$ cat config.mk
export PLATFORM = sky130hd
export DESIGN_NAME = seven_segment_scan_decoder_flat
export DESIGN_NICKNAME = d
export VERILOG_FILES = /design/src/rtl/seven_segment_scan_decoder_if.sv /design/src/rtl/seven_segment_scan_decoder.sv /design/src/flat_wrapper.sv
export SDC_FILE = /design/constraint.sdc
export NUM_CORES = 1
export LEC_CHECK = 0
export CAP_MARGIN = 5
export CELL_PAD_IN_SITES_DETAIL_PLACEMENT = 1
export CELL_PAD_IN_SITES_GLOBAL_PLACEMENT = 1
export CORE_ASPECT_RATIO = 0.7
export CORE_UTILIZATION = 36
export CTS_CLUSTER_DIAMETER = 100
export DETAILED_ROUTE_END_ITERATION = 10
export PLACE_DENSITY_LB_ADDON = 0.12
export SYNTH_ARGS = -nofsm -noshare
export SYNTH_HDL_FRONTEND = slang
export SYNTH_SLANG_ARGS = --single-unit
$ cat constraint.sdc
create_clock -name clk_i -period 2.9 [get_ports clk_i]
set_clock_uncertainty 0.1 [all_clocks]
set_input_delay 0.29 -clock clk_i [delete_from_list [all_inputs] [get_ports clk_i]]
set_output_delay 0.29 -clock clk_i [all_outputs]
set_load 0.03 [all_outputs]
$ cat src/rtl/seven_segment_scan_decoder_if.sv
// Bundle of the multiplexed seven-segment bus and the recovered frame.
// master: drives the segment/anode nets (display side or bench).
// slave : the scan decoder, which samples the bus and reports the frame.
interface seven_segment_scan_decoder_if #(
   parameter int NUM_DIGITS = 4
);
   logic [7:0]              seven_segment;
   logic [NUM_DIGITS-1:0]   anode;
   logic [4*NUM_DIGITS-1:0] value;
   logic [NUM_DIGITS-1:0]   digit_err;
   logic [NUM_DIGITS-1:0]   dp;
   logic                    frame_valid;
   logic                    stale;

   modport master (
      output seven_segment, anode,
      input  value, digit_err, dp, frame_valid, stale
   );

   modport slave (
      input  seven_segment, anode,
      output value, digit_err, dp, frame_valid, stale
   );
endinterface

$ cat src/rtl/seven_segment_scan_decoder.sv
// Seven-segment scan decoder: samples an active-low, time-multiplexed
// segment/anode bus, qualifies each digit over STABLE_CYCLES identical
// samples, decodes it to a hex nibble and publishes a full frame with a
// one-cycle strobe. Stale flags a bus with no accepted digit for
// TIMEOUT_CYCLES.
// Optional feature macro: SEVEN_SEG_DECODE_DP_EN -- when defined, the
// decimal point takes part in digit matching and is reported per digit;
// otherwise segment bit 7 is ignored and dp is tied low.
module seven_segment_scan_decoder #(
   parameter int NUM_DIGITS     = 4,
   parameter int STABLE_CYCLES  = 4,
   parameter int TIMEOUT_CYCLES = 100000
) (
   input logic                          clk_i,
   input logic                          rst_n_i,
   seven_segment_scan_decoder_if.slave  scan_io
);

   localparam int DIG_W  = $clog2(NUM_DIGITS);
   localparam int ZC_W   = $clog2(NUM_DIGITS + 1);
   localparam int CNT_W  = $clog2(STABLE_CYCLES + 1);
   localparam int IDLE_W = $clog2(TIMEOUT_CYCLES + 1);
`ifdef SEVEN_SEG_DECODE_DP_EN
   localparam int PAT_W  = 8;
`else
   localparam int PAT_W  = 7;
`endif

   typedef enum logic [1:0] {
      SEARCH  = 2'd0,
      QUALIFY = 2'd1,
      HELD    = 2'd2
   } state_e;

   // Active-high gfedcba glyph to {error, nibble}; anything unknown is an error.
   function automatic logic [4:0] decode_glyph(input logic [6:0] pat);
      logic [4:0] res;
      case (pat)
         7'h3F:   res = 5'h00;
         7'h06:   res = 5'h01;
         7'h5B:   res = 5'h02;
         7'h4F:   res = 5'h03;
         7'h66:   res = 5'h04;
         7'h6D:   res = 5'h05;
         7'h7D:   res = 5'h06;
         7'h07:   res = 5'h07;
         7'h7F:   res = 5'h08;
         7'h6F:   res = 5'h09;
         7'h77:   res = 5'h0A;
         7'h7C:   res = 5'h0B;
         7'h39:   res = 5'h0C;
         7'h5E:   res = 5'h0D;
         7'h79:   res = 5'h0E;
         7'h71:   res = 5'h0F;
         default: res = 5'h10;
      endcase
      return res;
   endfunction

   logic [PAT_W-1:0]        s_pat_q;   // registered segments, active-high
   logic [NUM_DIGITS-1:0]   s_an_q;
   state_e                  state_q, state_d;
   logic [CNT_W-1:0]        count_q, count_d, count_inc_s;
   logic [DIG_W-1:0]        cand_digit_q, cand_digit_d;
   logic [PAT_W-1:0]        cand_pat_q, cand_pat_d;
   logic [ZC_W-1:0]         zeros_s;
   logic [DIG_W-1:0]        samp_digit_s;
   logic                    single_s, match_s, accept_s;
   logic [4:0]              decoded_s;
   logic [4*NUM_DIGITS-1:0] shadow_val_q, value_q;
   logic [NUM_DIGITS-1:0]   shadow_err_q, err_q;
   logic [NUM_DIGITS-1:0]   seen_q, seen_d;
   logic [IDLE_W-1:0]       idle_q, idle_d, idle_inc_s;
   logic                    stale_q, stale_d;
   logic                    frame_valid_q, frame_done_s, timeout_hit_s;

   // Input stage: capture the raw bus once so every decision sees one coherent sample.
   always_ff @(posedge clk_i) begin
      if (!rst_n_i) begin
         s_pat_q <= {PAT_W{1'b0}};
         s_an_q  <= {NUM_DIGITS{1'b1}};
      end else begin
         s_pat_q <= ~scan_io.seven_segment[PAT_W-1:0];
         s_an_q  <= scan_io.anode;
      end
   end

   // Count driven anodes; the last low anode is the digit when exactly one is low.
   always_comb begin
      zeros_s      = {ZC_W{1'b0}};
      samp_digit_s = {DIG_W{1'b0}};
      for (int i = 0; i < NUM_DIGITS; i++) begin
         if (!s_an_q[i]) begin
            zeros_s      = zeros_s + ZC_W'(1);
            samp_digit_s = DIG_W'(i);
         end else begin
            zeros_s      = zeros_s;
         end
      end
   end

   assign single_s    = (zeros_s == ZC_W'(1));
   assign match_s     = single_s && (samp_digit_s == cand_digit_q) && (s_pat_q == cand_pat_q);
   assign count_inc_s = count_q + CNT_W'(1);

   // Qualification state register.
   always_ff @(posedge clk_i) begin
      if (!rst_n_i) begin
         state_q      <= SEARCH;
         count_q      <= {CNT_W{1'b0}};
         cand_digit_q <= {DIG_W{1'b0}};
         cand_pat_q   <= {PAT_W{1'b0}};
      end else begin
         state_q      <= state_d;
         count_q      <= count_d;
         cand_digit_q <= cand_digit_d;
         cand_pat_q   <= cand_pat_d;
      end
   end

   // Next state: ghosting (no/multiple anodes) restarts, a new pattern re-arms, a steady one accepts once.
   always_comb begin
      state_d      = state_q;
      count_d      = count_q;
      cand_digit_d = cand_digit_q;
      cand_pat_d   = cand_pat_q;
      accept_s     = 1'b0;
      if (!single_s) begin
         state_d = SEARCH;
         count_d = {CNT_W{1'b0}};
      end else begin
         case (state_q)
            SEARCH: begin
               state_d      = QUALIFY;
               cand_digit_d = samp_digit_s;
               cand_pat_d   = s_pat_q;
               count_d      = CNT_W'(1);
            end
            QUALIFY, HELD: begin
               if (!match_s) begin
                  state_d      = QUALIFY;
                  cand_digit_d = samp_digit_s;
                  cand_pat_d   = s_pat_q;
                  count_d      = CNT_W'(1);
               end else if (state_q == QUALIFY) begin
                  count_d = count_inc_s;
                  if (count_inc_s == CNT_W'(STABLE_CYCLES)) begin
                     accept_s = 1'b1;
                     state_d  = HELD;
                  end else begin
                     state_d  = QUALIFY;
                  end
               end else begin
                  state_d = HELD;
               end
            end
            default: begin
               state_d = SEARCH;
               count_d = {CNT_W{1'b0}};
            end
         endcase
      end
   end

   assign decoded_s     = decode_glyph(cand_pat_q[6:0]);
   assign frame_done_s  = &seen_q;
   assign idle_inc_s    = idle_q + IDLE_W'(1);
   assign timeout_hit_s = !accept_s && (idle_q != IDLE_W'(TIMEOUT_CYCLES))
                          && (idle_inc_s == IDLE_W'(TIMEOUT_CYCLES));

   // Frame bookkeeping and idle timer; an accept beats a coincident timeout.
   always_comb begin
      if (frame_done_s || timeout_hit_s) begin
         seen_d = {NUM_DIGITS{1'b0}};
      end else begin
         seen_d = seen_q;
      end
      if (accept_s) begin
         seen_d[cand_digit_q] = 1'b1;
         idle_d  = {IDLE_W{1'b0}};
         stale_d = 1'b0;
      end else if (idle_q != IDLE_W'(TIMEOUT_CYCLES)) begin
         idle_d  = idle_inc_s;
         stale_d = stale_q | timeout_hit_s;
      end else begin
         idle_d  = idle_q;
         stale_d = stale_q;
      end
   end

   // Shadow slots collect accepted digits; a full frame is copied to the outputs.
   always_ff @(posedge clk_i) begin
      if (!rst_n_i) begin
         shadow_val_q  <= {(4*NUM_DIGITS){1'b0}};
         shadow_err_q  <= {NUM_DIGITS{1'b0}};
         seen_q        <= {NUM_DIGITS{1'b0}};
         idle_q        <= {IDLE_W{1'b0}};
         stale_q       <= 1'b0;
         value_q       <= {(4*NUM_DIGITS){1'b0}};
         err_q         <= {NUM_DIGITS{1'b0}};
         frame_valid_q <= 1'b0;
      end else begin
         if (accept_s) begin
            shadow_val_q[{cand_digit_q, 2'b00} +: 4] <= decoded_s[3:0];
            shadow_err_q[cand_digit_q]               <= decoded_s[4];
         end
         if (frame_done_s) begin
            value_q <= shadow_val_q;
            err_q   <= shadow_err_q;
         end
         seen_q        <= seen_d;
         idle_q        <= idle_d;
         stale_q       <= stale_d;
         frame_valid_q <= frame_done_s;
      end
   end

`ifdef SEVEN_SEG_DECODE_DP_EN
   logic [NUM_DIGITS-1:0] shadow_dp_q, dp_q;

   // Decimal point travels with its digit exactly like the nibble.
   always_ff @(posedge clk_i) begin
      if (!rst_n_i) begin
         shadow_dp_q <= {NUM_DIGITS{1'b0}};
         dp_q        <= {NUM_DIGITS{1'b0}};
      end else begin
         if (accept_s) begin
            shadow_dp_q[cand_digit_q] <= cand_pat_q[7];
         end
         if (frame_done_s) begin
            dp_q <= shadow_dp_q;
         end
      end
   end

   assign scan_io.dp = dp_q;
`else
   assign scan_io.dp = {NUM_DIGITS{1'b0}};
`endif

   assign scan_io.value       = value_q;
   assign scan_io.digit_err   = err_q;
   assign scan_io.frame_valid = frame_valid_q;
   assign scan_io.stale       = stale_q;

endmodule

$ cat src/flat_wrapper.sv
// flat-port wrapper written by rule: the top's interface ports become plain ports
module seven_segment_scan_decoder_flat 
#(
   parameter int NUM_DIGITS     = 4,
   parameter int STABLE_CYCLES  = 4,
   parameter int TIMEOUT_CYCLES = 100000
)
  (clk_i, rst_n_i, scan_io_seven_segment, scan_io_anode, scan_io_value, scan_io_digit_err, scan_io_dp, scan_io_frame_valid, scan_io_stale);
  seven_segment_scan_decoder_if #(.NUM_DIGITS(NUM_DIGITS)) scan_io_i ();
  input logic clk_i;
  input logic rst_n_i;
  input wire logic [$bits(scan_io_i.seven_segment)-1:0] scan_io_seven_segment;
  input wire logic [$bits(scan_io_i.anode)-1:0] scan_io_anode;
  output wire logic [$bits(scan_io_i.value)-1:0] scan_io_value;
  output wire logic [$bits(scan_io_i.digit_err)-1:0] scan_io_digit_err;
  output wire logic [$bits(scan_io_i.dp)-1:0] scan_io_dp;
  output wire logic [$bits(scan_io_i.frame_valid)-1:0] scan_io_frame_valid;
  output wire logic [$bits(scan_io_i.stale)-1:0] scan_io_stale;
  assign scan_io_i.seven_segment = scan_io_seven_segment;
  assign scan_io_i.anode = scan_io_anode;
  assign scan_io_value = scan_io_i.value;
  assign scan_io_digit_err = scan_io_i.digit_err;
  assign scan_io_dp = scan_io_i.dp;
  assign scan_io_frame_valid = scan_io_i.frame_valid;
  assign scan_io_stale = scan_io_i.stale;
  seven_segment_scan_decoder #(.NUM_DIGITS(NUM_DIGITS), .STABLE_CYCLES(STABLE_CYCLES), .TIMEOUT_CYCLES(TIMEOUT_CYCLES)) u_core (.clk_i(clk_i), .rst_n_i(rst_n_i), .scan_io(scan_io_i));
endmodule
# [Word-level counts from Yosys, hierarchy flattened]
# Cells that the tools add are included.
[totals] in_bits=14 word_cells=98 ff_bits=88
[classes] order_cmp=2 muxes=30 n_reduce_logical=14 add_sub_neg=6 bitwise=4 eq_ne=26 n_shift=2
[ops] cell="$eq A7 B7 Y1 const B" n=12
[ops] cell="$pmux W5 S16" n=1
[ops] cell="$add A17 B1 Y17 const B" n=1
[ops] cell="$eq A17 B17 Y1 const B" n=1
[ops] cell="$ne A17 B17 Y1 const B" n=1
[ops] cell="$bwmux W16" n=1
[ops] cell="$shift A4 B6 Y16 const A" n=1
[ops] cell="$shiftx A4 B6 Y16" n=1
[ops] cell="$mux W3" n=5
[ops] cell="$eq A7 B3 Y1 const B" n=2
[ops] cell="$eq A7 B6 Y1 const B" n=2
[ops] cell="$pmux W7 S2" n=1
[ops] cell="$mux W2" n=6
[ops] cell="$add A3 B1 Y3 const B" n=3
[ops] cell="$mux W1" n=8
[ops] cell="$mux W4" n=2
[ops] cell="$pmux W2 S2" n=2
[ops] cell="$eq A7 B7 Y1" n=1
[ops] cell="$mux W7" n=1
[ops] cell="$not A7 Y7" n=1
[ops] cell="$neg A4 Y6" n=1
[ops] cell="$pmux W3 S2" n=1
[ops] cell="$logic_and A1 B1 Y1" n=5
[ops] cell="$bwmux W4" n=1
[ops] cell="other kinds (22)" n=23

# [Logic depth before layout (Yosys ltp)]
[depth] depth_word=20 ltp_mapped=12

# [Worst setup path after synthesis]
# Ideal clock, no wire load.
[synth_timing] kind="reg2reg" start="register u_core.s_an_q[0]" end="register u_core.seen_q[3]" setup_time_ns=0.132 path_stages_with_launch=13 path_buffers=1 slack_ns=0.268 t_required_ns=2.668 arrival_time_ns=2.400 cell_sequence="dfxtp_1 > inv_1 > ha_1 > nand2b_1 > and2_1 > ha_1 > xor2_1 > o22ai_1 > a32o_1 > buf_6 > and2_1 > a2111oi_4 > nor3b_1"
[synth_between] elab_chain_cells=20
[synth_rtl] item="start: declaration" line="seven_segment_scan_decoder.sv:61" rtl="logic [NUM_DIGITS-1:0] s_an_q;"
[synth_rtl] item="start signal: assignment" line="seven_segment_scan_decoder.sv:81" rtl="s_an_q <= {NUM_DIGITS{1'b1}};"
[synth_rtl] item="start signal: assignment" line="seven_segment_scan_decoder.sv:84" rtl="s_an_q <= scan_io.anode;"
[synth_rtl] item="$mux W1 *" line="seven_segment_scan_decoder.sv:93" rtl="if (!s_an_q[i]) begin"
[synth_rtl] item="$add A1 B1 Y2" line="seven_segment_scan_decoder.sv:94" rtl="zeros_s = zeros_s + ZC_W'(1);"
[synth_rtl] item="$mux W3 *" line="seven_segment_scan_decoder.sv:93"
[synth_rtl] item="$add A3 B1 Y3" line="seven_segment_scan_decoder.sv:94"
[synth_rtl] item="$mux W3 *" line="seven_segment_scan_decoder.sv:93"
[synth_rtl] item="$add A3 B1 Y3" line="seven_segment_scan_decoder.sv:94"
[synth_rtl] item="$mux W3 *" line="seven_segment_scan_decoder.sv:93"
[synth_rtl] item="$eq A3 B1 Y1 *" line="seven_segment_scan_decoder.sv:102" rtl="assign single_s = (zeros_s == ZC_W'(1));"
[synth_rtl] item="[... 4 more ...]"
[synth_rtl] item="$mux W1 *" line="seven_segment_scan_decoder.sv:128" rtl="if (!single_s) begin"
[synth_rtl] item="$logic_not A1 Y1" line="seven_segment_scan_decoder.sv:168" rtl="assign timeout_hit_s = !accept_s && (idle_q != IDLE_W'(TIMEOUT_CYCLES))"
[synth_rtl] item="$logic_and A1 B1 Y1" line="seven_segment_scan_decoder.sv:168"
[synth_rtl] item="$logic_and A1 B1 Y1" line="seven_segment_scan_decoder.sv:169" rtl="&& (idle_inc_s == IDLE_W'(TIMEOUT_CYCLES));"
[synth_rtl] item="$logic_or A1 B1 Y1" line="seven_segment_scan_decoder.sv:173" rtl="if (frame_done_s || timeout_hit_s) begin"
[synth_rtl] item="$mux W4" line="seven_segment_scan_decoder.sv:173"
[synth_rtl] item="$or A4 B4 Y4 (no line)"
[synth_rtl] item="$mux W4 *" line="seven_segment_scan_decoder.sv:178" rtl="if (accept_s) begin"
[synth_rtl] item="end signal: assignment" line="seven_segment_scan_decoder.sv:196" rtl="seen_q <= {NUM_DIGITS{1'b0}};"
[synth_rtl] item="end signal: assignment" line="seven_segment_scan_decoder.sv:211" rtl="seen_q <= seen_d;"
[synth_rtl] item="end: declaration" line="seven_segment_scan_decoder.sv:72" rtl="logic [NUM_DIGITS-1:0] seen_q, seen_d;"
# Every way passes the cells marked *; elsewhere a longest branch is shown, timed or not.
# A chain may end at the register's enable or synchronous reset.

# [Final worst setup path]
# Ends and elaborated chain as after synthesis.

==> impl_results.html <==
<table>
<tr><th>Metric</th><th>Value</th></tr>
<tr><th colspan="2">Floorplanning</th></tr>
<tr><td>Starting utilization of the core area</td><td>roughly 38%</td></tr>
<tr><td>Die boundary width</td><td>136 µm</td></tr>
<tr><td>Std cell rows</td><td>33</td></tr>
<tr><td>Die Span Y</td><td>96.1 µm</td></tr>
<tr><td>Placeable Area</td><td>0.0120 mm²</td></tr>
<tr><td>Die area</td><td>0.0131 mm²</td></tr>
<tr><td># IOs</td><td>40</td></tr>
<tr><th colspan="2">Synthesis</th></tr>
<tr><td>Number of enable-type register cells in the synthesized netlist</td><td>0</td></tr>
<tr><td>Cell types with the largest area share after synthesis</td><td>sky130_fd_sc_hd__dfxtp_1 39%, sky130_fd_sc_hd__nand2_1 6.8%, sky130_fd_sc_hd__ha_1 4.9%</td></tr>
<tr><td>Gate count of the mapped netlist</td><td>550</td></tr>
<tr><td>Fraction of synthesized cell area taken by the top area cell type</td><td>38.6%</td></tr>
<tr><td>Total of warnings raised by yosys</td><td>0</td></tr>
<tr><td>Share of async-settable or async-resettable flops after synthesis</td><td>0%</td></tr>
<tr><td>Number of unique standard cell types used by synthesis</td><td>72</td></tr>
<tr><td>Main flop type after synthesis</td><td>sky130_fd_sc_hd__dfxtp_1</td></tr>
<tr><td>Avg Cell Area, Syn</td><td>8.29 µm²</td></tr>
<tr><td>Biggest area consumer among synthesized cells</td><td>sky130_fd_sc_hd__dfxtp_1</td></tr>
<tr><td>Total standard cell area after synthesis</td><td>about 0.0046 mm²</td></tr>
<tr><td>Count of state elements after synthesis</td><td>just under 90</td></tr>
<tr><td>Register area share after synthesis</td><td>38.6%</td></tr>
<tr><th colspan="2">Run status</th></tr>
<tr><td>Result of the run</td><td>finished, final reports clean</td></tr>
<tr><th colspan="2">Setup path</th></tr>
<tr><td>Largest fanout of any net on the critical path</td><td>5</td></tr>
<tr><td>Worst Reg-to-Reg Cells</td><td>12</td></tr>
<tr><td>Minimum setup slack among reg-to-reg paths</td><td>0.10 ns</td></tr>
<tr><td>Worst endpoint data arrival time</td><td>2.92 ns</td></tr>
<tr><td>Critical path startpoint category</td><td>flop</td></tr>
<tr><td>Sort of element at the end of the critical path</td><td>flop</td></tr>
<tr><td>Critical path class</td><td>reg -&gt; reg</td></tr>
<tr><td>Endpoint required time on the critical path</td><td>a little over 3 ns</td></tr>
<tr><td>Critical path endpoint</td><td>u_core.seen_q[3]</td></tr>
<tr><td>Reg2Reg Capture Point</td><td>u_core.seen_q[3]</td></tr>
<tr><td>Critical register-to-register path startpoint</td><td>u_core.s_an_q[0]</td></tr>
<tr><td>Worst Setup SP</td><td>u_core.s_an_q[0]</td></tr>
<tr><th colspan="2">Timing</th></tr>
<tr><td>Fin. max-slew vios</td><td>0</td></tr>
<tr><td>Total Negative Setup Slacks</td><td>0 ns</td></tr>
<tr><td>Hold violation count in the final report</td><td>0</td></tr>
<tr><td>Worst-Margin Slew</td><td>0.885 ns</td></tr>
<tr><td>Final critical-path required period</td><td>approximately 2.8 ns</td></tr>
<tr><td>Least setup slack across all paths after layout</td><td>0.102 ns</td></tr>
<tr><td>Max-slew headroom</td><td>39.5%</td></tr>
<tr><td>Final setup vio count</td><td>0</td></tr>
<tr><td>Share of the clock period used by the worst path after layout</td><td>96.5%</td></tr>
<tr><td>Maximum operating frequency</td><td>357 MHz</td></tr>
<tr><th colspan="2">Routing</th></tr>
<tr><td>Mean routed wirelength per cell</td><td>15.9 µm</td></tr>
<tr><td>Vias per std cell</td><td>5.29</td></tr>
<tr><td>Remaining DRCs</td><td>0</td></tr>
<tr><td>Detailed-routing iteration count for the pre-antenna-repair pass</td><td>4</td></tr>
<tr><td>First DRT Iteration DRCs</td><td>113</td></tr>
<tr><td>Total vias in the final route</td><td>3,952</td></tr>
<tr><td>Post-DRT Antenna Nets</td><td>0</td></tr>
<tr><td>Wire length after detailed routing</td><td>approximately 12,000 µm</td></tr>
<tr><th colspan="2">Cells and area</th></tr>
<tr><td>Most common library cell in the layout ignoring fill and taps</td><td>sky130_fd_sc_hd__dfxtp_1</td></tr>
<tr><td>Post-route standard cell area excluding fillers</td><td>around 0.0054 mm²</td></tr>
<tr><td>Commonest cells after routing, fill and taps aside</td><td>87 x sky130_fd_sc_hd__dfxtp_1, 81 x sky130_fd_sc_hd__nand2_1, 47 x sky130_fd_sc_hd__nor2_1</td></tr>
<tr><td>Signed area change from the synthesized netlist to the final layout</td><td>19.4%</td></tr>
<tr><td>Number of antenna diodes</td><td>0</td></tr>
<tr><td>Final-layout fill cell count</td><td>between 1k and 1.5k</td></tr>
<tr><td>Net count reported at finish</td><td>618</td></tr>
<tr><td>Layout cells sized above 1</td><td>12.5%</td></tr>
<tr><th colspan="2">CTS</th></tr>
<tr><td>Clock H-tree levels</td><td>3</td></tr>
<tr><td>Root buffer cell</td><td>sky130_fd_sc_hd__clkbuf_16</td></tr>
<tr><td>Clock sinks</td><td>88</td></tr>
<tr><td>Clock-pin slew on the worst setup and hold paths</td><td>0.07 ns</td></tr>
<tr><td>Latest clock arrival within the worst-skew pair</td><td>~0.35 ns</td></tr>
<tr><td>Clock tree buffer depth</td><td>2</td></tr>
<tr><td>Inserted Clock Buffers</td><td>9</td></tr>
<tr><td>CTS tree</td><td>yes</td></tr>
<tr><th colspan="2">GRT</th></tr>
<tr><td>Number of global-route vias before repair</td><td>3,958</td></tr>
<tr><td>Aggregate global routing overflow</td><td>0</td></tr>
<tr><td>Antenna violations before repair</td><td>0</td></tr>
<tr><td>First-pass GRT wire length</td><td>19,900 µm</td></tr>
<tr><td>Maximum number of pins on one net before global-route repair</td><td>46</td></tr>
<tr><td>Overall fraction of global-route tracks in use</td><td>19.6%</td></tr>
<tr><th colspan="2">Pwr</th></tr>
<tr><td>Final total power</td><td>2670 µW</td></tr>
<tr><td>Total leakage power</td><td>0.00196 µW</td></tr>
<tr><td>Maximum VDD drop</td><td>between 0.3 and 0.4 mV</td></tr>
<tr><td>Pwr Density</td><td>491 mW/mm²</td></tr>
<tr><th colspan="2">Min path</th></tr>
<tr><td>Critical hold path startpoint</td><td>scan_io_seven_segment[5]</td></tr>
<tr><td>Class of the most critical hold timing path</td><td>in -&gt; reg</td></tr>
<tr><th colspan="2">Placed design</th></tr>
<tr><td>Worst slack at placement</td><td>0.00936 ns</td></tr>
<tr><td>Sum of net half-perimeters after detailed placement</td><td>8640 µm</td></tr>
<tr><td>Routability congestion estimate from global placement</td><td>between 0.7 and 0.8</td></tr>
<tr><td>Total cell area at the placement stage</td><td>0.00508 mm²</td></tr>
<tr><td># port buffers</td><td>34</td></tr>
<tr><th colspan="2">Flow run</th></tr>
<tr><td>Count of max-cap constraint violations</td><td>0</td></tr>
</table>
-- registers in the layout, indices dropped and copies added (netlist names) --
name	flops
u_core.cand_pat_q	7
u_core.scan_io.stale	1
u_core.idle_q	17
u_core.scan_io.frame_valid	1
u_core.cand_digit_q	2
u_core.scan_io.value	16
u_core.shadow_val_q	16
u_core.s_pat_q	7
u_core.seen_q	4
u_core.s_an_q	4
u_core.shadow_err_q	4
u_core.scan_io.digit_err	4
u_core.count_q	3
u_core.state_q	2
-- worst min-delay path by stage --
stage	depth (start not counted)	to	slack [ns]
floorplan	1	u_core.s_pat_q[0]	0.26
global placement	2	u_core.scan_io.value[10]	0.34
detailed placement	2	u_core.scan_io.value[11]	0.35
CTS	2	u_core.s_pat_q[3]	0.34
global route	2	u_core.s_pat_q[5]	0.35
finish	2	u_core.s_pat_q[5]	0.35
-- cells in the mapped netlist (8+ instances only) --
| library cell | count |
|---|---|
| sky130_fd_sc_hd__a21o_1 | 8 |
| sky130_fd_sc_hd__a21oi_1 | 35 |
| sky130_fd_sc_hd__clkbuf_1 | 23 |
| sky130_fd_sc_hd__dfxtp_1 | 88 |
| sky130_fd_sc_hd__ha_1 | 18 |
| sky130_fd_sc_hd__inv_1 | 15 |
| sky130_fd_sc_hd__nand2_1 | 82 |
| sky130_fd_sc_hd__nand2b_1 | 12 |
| sky130_fd_sc_hd__nand3_1 | 30 |
| sky130_fd_sc_hd__nand4_1 | 21 |
| sky130_fd_sc_hd__nor2_1 | 47 |
| sky130_fd_sc_hd__nor3_1 | 12 |
| sky130_fd_sc_hd__nor4_1 | 8 |
| sky130_fd_sc_hd__o21ai_0 | 20 |
| sky130_fd_sc_hd__xnor2_1 | 20 |
| sky130_fd_sc_hd__xor2_1 | 9 |
-- per-layer routing --
layer / global-route usage (%) / routed length, µm / vias to the layer above
met1: 26.5 / 6250 / 1884
met5: 0 / 0 / -
met4: 6.76 / 172 / 0
met3: 3.90 / 316 / 14
met2: 31.1 / 5140 / 53
li1: - / - / 2001
-- cells by family (layout without fill, tap and decap cells) --
logic type,Yosys count,after routing,share of synthesized area [%]
compound gates,106,106,16.4
xor+xnor,29,29,5.57
fa+ha+maj,18,18,4.94
buf+inv,55,92,5.93
flops,88,88,38.6
other cells,1,4,0.0823
simple gates,253,253,28.4
-- critical path, cell delays in order, from the launching register on --
cell                        delay, ns
sky130_fd_sc_hd__dfxtp_1         0.34
sky130_fd_sc_hd__inv_1           0.05
sky130_fd_sc_hd__ha_1            0.30
sky130_fd_sc_hd__nand2b_4        0.15
sky130_fd_sc_hd__and2_4          0.17
sky130_fd_sc_hd__ha_1            0.23
sky130_fd_sc_hd__xor2_1          0.22
sky130_fd_sc_hd__o22ai_2         0.13
sky130_fd_sc_hd__a32o_2          0.30
sky130_fd_sc_hd__and2_4          0.16
sky130_fd_sc_hd__a2111oi_4       0.27
sky130_fd_sc_hd__buf_4           0.19
sky130_fd_sc_hd__nor3b_1         0.05
-- repair_timing --
item | CTS | global route
cloned | 0 | 0
hold buffers | 0 | 0
pin swaps | 0 | 6
resized for setup | 1 | 12
setup endpoints to repair | 6 | 31
buffers inserted | 0 | 4
-- power breakdown --
group | internal (µW) | switching [µW]
logic | 125 | 198
clock network | 580 | 510
registers | 1230 | 26.8
total | 1940 | 735
-- layout make-up --
class	instances	area (µm²)	area share, %
clock buffer	9	225	4.14
tap	157	196	3.61
clock inverter	6	45.0	0.828
sequential	88	1760	32.4
timing repair buffer	61	556	10.2
inverter	16	60.1	1.10
multi-input combinational	410	2600	47.7
-- metrics by stage --
step	std cells	util (%)	hold WS, ns
final	747	45.3	0.348
after global placement	728	42.3	0.344
after CTS	743	44.5	0.342
after global routing	747	45.3	0.355
after detailed placement	728	42.3	0.348
after floorplan	553	-	0.257
No activity file was read; power rests on OpenSTA's default activity.
